===== config.mk =====
export PLATFORM = sky130hd
export DESIGN_NAME = spi_duty_pwm
export DESIGN_NICKNAME = d
export VERILOG_FILES = /design/src/rtl/spi_duty_pwm.sv
export SDC_FILE = /design/constraint.sdc
export NUM_CORES = 1
export LEC_CHECK = 0
export ABC_AREA = 1
export BUFFER_PORTS_ARGS = -buffer_cell sky130_fd_sc_hd__buf_4
export CELL_PAD_IN_SITES_DETAIL_PLACEMENT = 1
export CELL_PAD_IN_SITES_GLOBAL_PLACEMENT = 1
export CORE_MARGIN = 3
export CORE_UTILIZATION = 44
export CTS_CLUSTER_SIZE = 30
export DETAILED_ROUTE_END_ITERATION = 7
export MAX_ROUTING_LAYER = met4
export PLACE_DENSITY = 0.79
export SLEW_MARGIN = 20
export SYNTH_ARGS = -nofsm -noshare
export SYNTH_HDL_FRONTEND = slang
export SYNTH_SLANG_ARGS = --single-unit

===== constraint.sdc =====
create_clock -name clk -period 3.1 [get_ports clk]
set_input_delay 0.31 -clock clk [delete_from_list [all_inputs] [get_ports clk]]
set_output_delay 0.31 -clock clk [all_outputs]
set_load 0.02 [all_outputs]

===== src/rtl/spi_duty_pwm.sv =====
// spi_duty_pwm: slew-limited PWM generator fed by SPI duty words, with a link-loss watchdog
module spi_duty_pwm #(
    parameter int PERIOD          = 2800,
    parameter int STEP            = 16,
    parameter int TIMEOUT_PERIODS = 500
) (
    input  logic        clk,
    input  logic        rst_n,
    input  logic [15:0] rxd_data,
    input  logic        rxd_flag,
    input  logic        enable,
    output logic        pwm_out,
    output logic [15:0] duty_cur,
    output logic        period_tick,
    output logic        timeout
);
    typedef enum logic [1:0] {IDLE, RUN, TMO} state_t;

    localparam int CW = (PERIOD > 1) ? $clog2(PERIOD) : 1;
    localparam int WW = $clog2(TIMEOUT_PERIODS + 1);

    state_t          state, state_next;
    logic [CW-1:0]   cnt;
    logic [WW-1:0]   wd;
    logic [15:0]     target, target_in, ramp;
    logic            expire;

    assign period_tick = (state != IDLE) && (cnt == CW'(PERIOD - 1));
    assign target_in   = (rxd_data > 16'(PERIOD)) ? 16'(PERIOD) : rxd_data;
    assign expire      = (state == RUN) && period_tick && !rxd_flag && (wd >= WW'(TIMEOUT_PERIODS - 1));

    // next duty value: jump to target when within one step, otherwise move one step toward it
    always_comb
        ramp = (target > duty_cur) ? ((target - duty_cur <= 16'(STEP)) ? target : duty_cur + 16'(STEP))
                                   : ((duty_cur - target <= 16'(STEP)) ? target : duty_cur - 16'(STEP));

    // next state: enable drop always wins, a new word revives a timed-out link
    always_comb begin
        state_next = state;
        if (!enable)
            state_next = IDLE;
        else if (state == IDLE)
            state_next = RUN;
        else if (state == TMO && rxd_flag)
            state_next = RUN;
        else if (expire)
            state_next = TMO;
    end

    // state register
    always_ff @(posedge clk or negedge rst_n)
        if (!rst_n)
            state <= IDLE;
        else
            state <= state_next;

    // period counter, duty ramp, watchdog, target latch and registered outputs
    always_ff @(posedge clk or negedge rst_n)
        if (!rst_n) begin
            cnt      <= '0;
            wd       <= '0;
            target   <= '0;
            duty_cur <= '0;
            pwm_out  <= 1'b0;
            timeout  <= 1'b0;
        end else begin
            timeout <= (state_next == TMO);
            if (expire)
                target <= '0;
            else if (rxd_flag)
                target <= target_in;
            if (!enable || state == IDLE) begin
                cnt      <= '0;
                wd       <= '0;
                duty_cur <= '0;
                pwm_out  <= 1'b0;
            end else begin
                cnt     <= period_tick ? '0 : cnt + 1'b1;
                pwm_out <= 16'(cnt) < duty_cur;
                if (period_tick)
                    duty_cur <= ramp;
                if (rxd_flag)
                    wd <= '0;
                else if (period_tick && wd != WW'(TIMEOUT_PERIODS))
                    wd <= wd + 1'b1;
            end
        end
endmodule


==> results.md <==
* Status: finished, final reports clean
* Vias per cell at 5.45
* Final #Nets at around 1100
* Hold bufs inserted after CTS at 0
* Multi-input logic area at between 3000 and 4000 um^2
* Max-Cap Viols at 0
* Fin. Hold Viols at 0
* Detail Route Antenna Nets at 0
* Die ar. at between 10000 and 15000 um^2
* N_diodes at 0
* Mapped Cells at 938
* # fillers at about 1800
* CTS max path bufs at 2
* Core Area at roughly 13000 um^2
* Share of the yosys chip area belonging to registers at about a quarter
* Cell Area, Synth at between 5000 and 6000 um^2
* GP Congestion at between 0.9 and 1
* First-pass GRT wire length at around 35000 um
* Via count at approximately 6400
* Critical path peak fanout at 11
* Worst Path Class, Setup: reg2reg
* Synth top area share at about a quarter
* Worst slew pin tran at about 770 ps
* RSZ-0062 raised after global routing: no
* Clock Latency Late Sink at 340 ps
* Root Driver: clkbuf_16
* PwrDens at ~320 nW/um^2
* Pre-Repair DR Iteration Count at 5
* Layout area overhead at 17.2%
* Layout cells sized above 1 at 12.0%
* Setup TNS at 0 ps
* Placed Instances at between 1000 and 1500
* Mean Syn Cell Area at 6.12 um^2
* Tmin final at slightly below 3000 ps
* # clock sinks at 57
* Main flop type after synthesis: dfrtp_1
* H-tree lvl count at 3
* Tightest Hold Check Type: in2async
* Filler-free cell count of the finished design at 1172
* Slew margin rel. at just under 50%
* Most area-hungry cell type in the Yosys netlist: dfrtp_1
* Clock Skew at ~8.3 ps
* Setup Viol. Count Final at 0
* Final Power at 2120 uW
* CTS tree: yes
* FF+latch area at roughly 1400 um^2
* Leak Pwr at between 0.003 and 0.004 uW
* Starting Density at a little under half
* Synthesized Nets at between 1000 and 1500
* Total Routing Usage GR at 31.0%
* I/O pins at 39
* Die width at 120 um
* Synth top area cells: dfrtp_1 25%, nand2_1 20%, inv_1 10%
* Asr flop ratio synth at 100%
* Ys Warns at 0
* Hpwl dp at about 17000 um
* Worst EP arrival at 3120 ps
* Vias in the first global route at ~7000
* Final hold slack at roughly 28 ps
* Clock Pin Slew Worst Setup and Hold Paths at approximately 50 ps
* Synth unique cells at 37
* Setup crit start kind: flip-flop
* Routed wire length at around 21000 um
* Slew Viols, Final at 0
* Worst vdd rail ir drop at a little under 300 uV
* Drt initial violations at about 410
* Fmax achieved at between 300 and 400 MHz
* Num CTS Buffers at 9
* Port bufs at 38
* Final core utilization at about 53%
* CP required at around 3300 ps
* Period utilization at around 93%
* Worst Setup End Kind: flip-flop
* Drt wl/cell at ~18 um
* Initial antenna violation count at 0
* Die Span Y at around 120 um
* Number of enable flip-flop cells after synthesis at 0
* Number of synthesized register bits at 57
* Pin count of the biggest net entering global routing at just under 60
* Total grt overflow at 0
* Num rows at slightly above 40
* # DRC at 0
## Yosys cell counts, types with 3 or more instances
cell type,n
dfrtp_1,57
ha_1,47
nor2_1,64
a21oi_1,32
inv_1,159
nand2_2,6
nor3_1,16
nor4_1,9
nand4_1,27
nand2_1,305
xor2_1,17
nand3_1,109
clkbuf_1,5
buf_2,9
nor2_2,6
inv_2,5
buf_4,3
o21ai_0,35
## cells in the final DEF (no fill, tap or decap), types with 27 or more instances in the layout
| cell | n |
|---|---|
| nor2_1 | 64 |
| nand2_1 | 304 |
| dfrtp_1 | 55 |
| inv_1 | 158 |
| nand3_1 | 108 |
| o21ai_0 | 35 |
| buf_4 | 64 |
| ha_1 | 38 |
| a21oi_1 | 31 |
| nand4_1 | 27 |
## per-layer routing
layer / routed length (um) / vias up / share of wire, % / track usage, %
met5: 0 / - / 0 / -
met3: 717 / 42 / 3.3 / 3.55
met2: 11000 / 145 / 51 / 55.7
met4: 541 / 0 / 2.5 / 9.23
li1: - / 3099 / - / -
met1: 9160 / 3099 / 43 / 36.6
## state kept, by name, summed over array words and instances (netlist names)
signal / flops
state: 2
wd: 9
timeout: 1
cnt: 12
duty_cur: 16
target: 16
pwm_out: 1
## repair_timing
action / CTS / global route
endpoints found under the setup margin: 6 / 16
cloned: 0 / 0
pin swaps: 0 / 1
setup buffers: 0 / 3
resized for setup: 2 / 17
## critical path, stage by stage (launching register included)
cell and delay (ps):
dfrtp_2 400, inv_1 100, ha_2 390, nand2_1 90
nand2_1 170, nand2_1 100, nand2_1 160, nand2_1 110
nand3_1 80, nand2_1 50, nand2_1 100, nand3_1 140
nor2_4 230, nand3_2 140, buf_4 220, nand2_1 80
nand3_1 80, nand3_1 90, nand2_1 60
## path summary, 6_finish.rpt
| path | from | endpoint | slack, ps | depth (start not counted) |
|---|---|---|---|---|
| max in group asynchronous | rst_n | duty_cur[1]$_DFFE_PN0P_ | 2480 | 1 |
| min in group clk | rxd_data[3] | target[3]$_DFFE_PN0P_ | 230 | 3 |
| hold reg to reg | wd[5]$_DFFE_PN0P_ | wd[5]$_DFFE_PN0P_ | 500 | 1 |
| hold / removal | rst_n | target[13]$_DFFE_PN0P_ | 30 | 1 |
| setup / recovery | duty_cur[1]$_DFFE_PN0P_ | duty_cur[4]$_DFFE_PN0P_ | 200 | 18 |
| setup reg to reg | duty_cur[1]$_DFFE_PN0P_ | duty_cur[4]$_DFFE_PN0P_ | 200 | 18 |
## power by group
group | total, uW | internal, uW | switching, uW
registers | 767 | 755 | 11.9
clock network | 1000 | 658 | 343
logic | 351 | 111 | 240
## layout make-up
class | count | area share (%)
clock buffer | 12 | 3.82
multi-input combinational | 699 | 54.5
inverter | 164 | 9.21
clock inverter | 3 | 0.596
timing repair buffer | 65 | 7.45
sequential | 57 | 21.3
tap | 172 | 3.20
## cells by family after synthesis
| logic type | count (synthesis) | synth area share (%) |
|---|---|---|
| adders and majority gates | 47 | 10.3 |
| and+or+nand+nor | 556 | 42.4 |
| DFF | 57 | 24.9 |
| AOI/OAI and AO/OA | 78 | 7.26 |
| xor gates and xnor gates | 18 | 2.75 |
| buffers and inverters | 182 | 12.4 |
## through the flow
| stage | setup WS (ps) | instance area [um^2] |
|---|---|---|
| after floorplan | 490 | 5740 |
| after global placement | 76.6 | 6330 |
| after detailed placement | -36.0 | 6330 |
| after CTS | 15.6 | 6640 |
| after global routing | 22.8 | 6720 |
| final | 202 | 6720 |
Power figures use the tool's default switching activity.
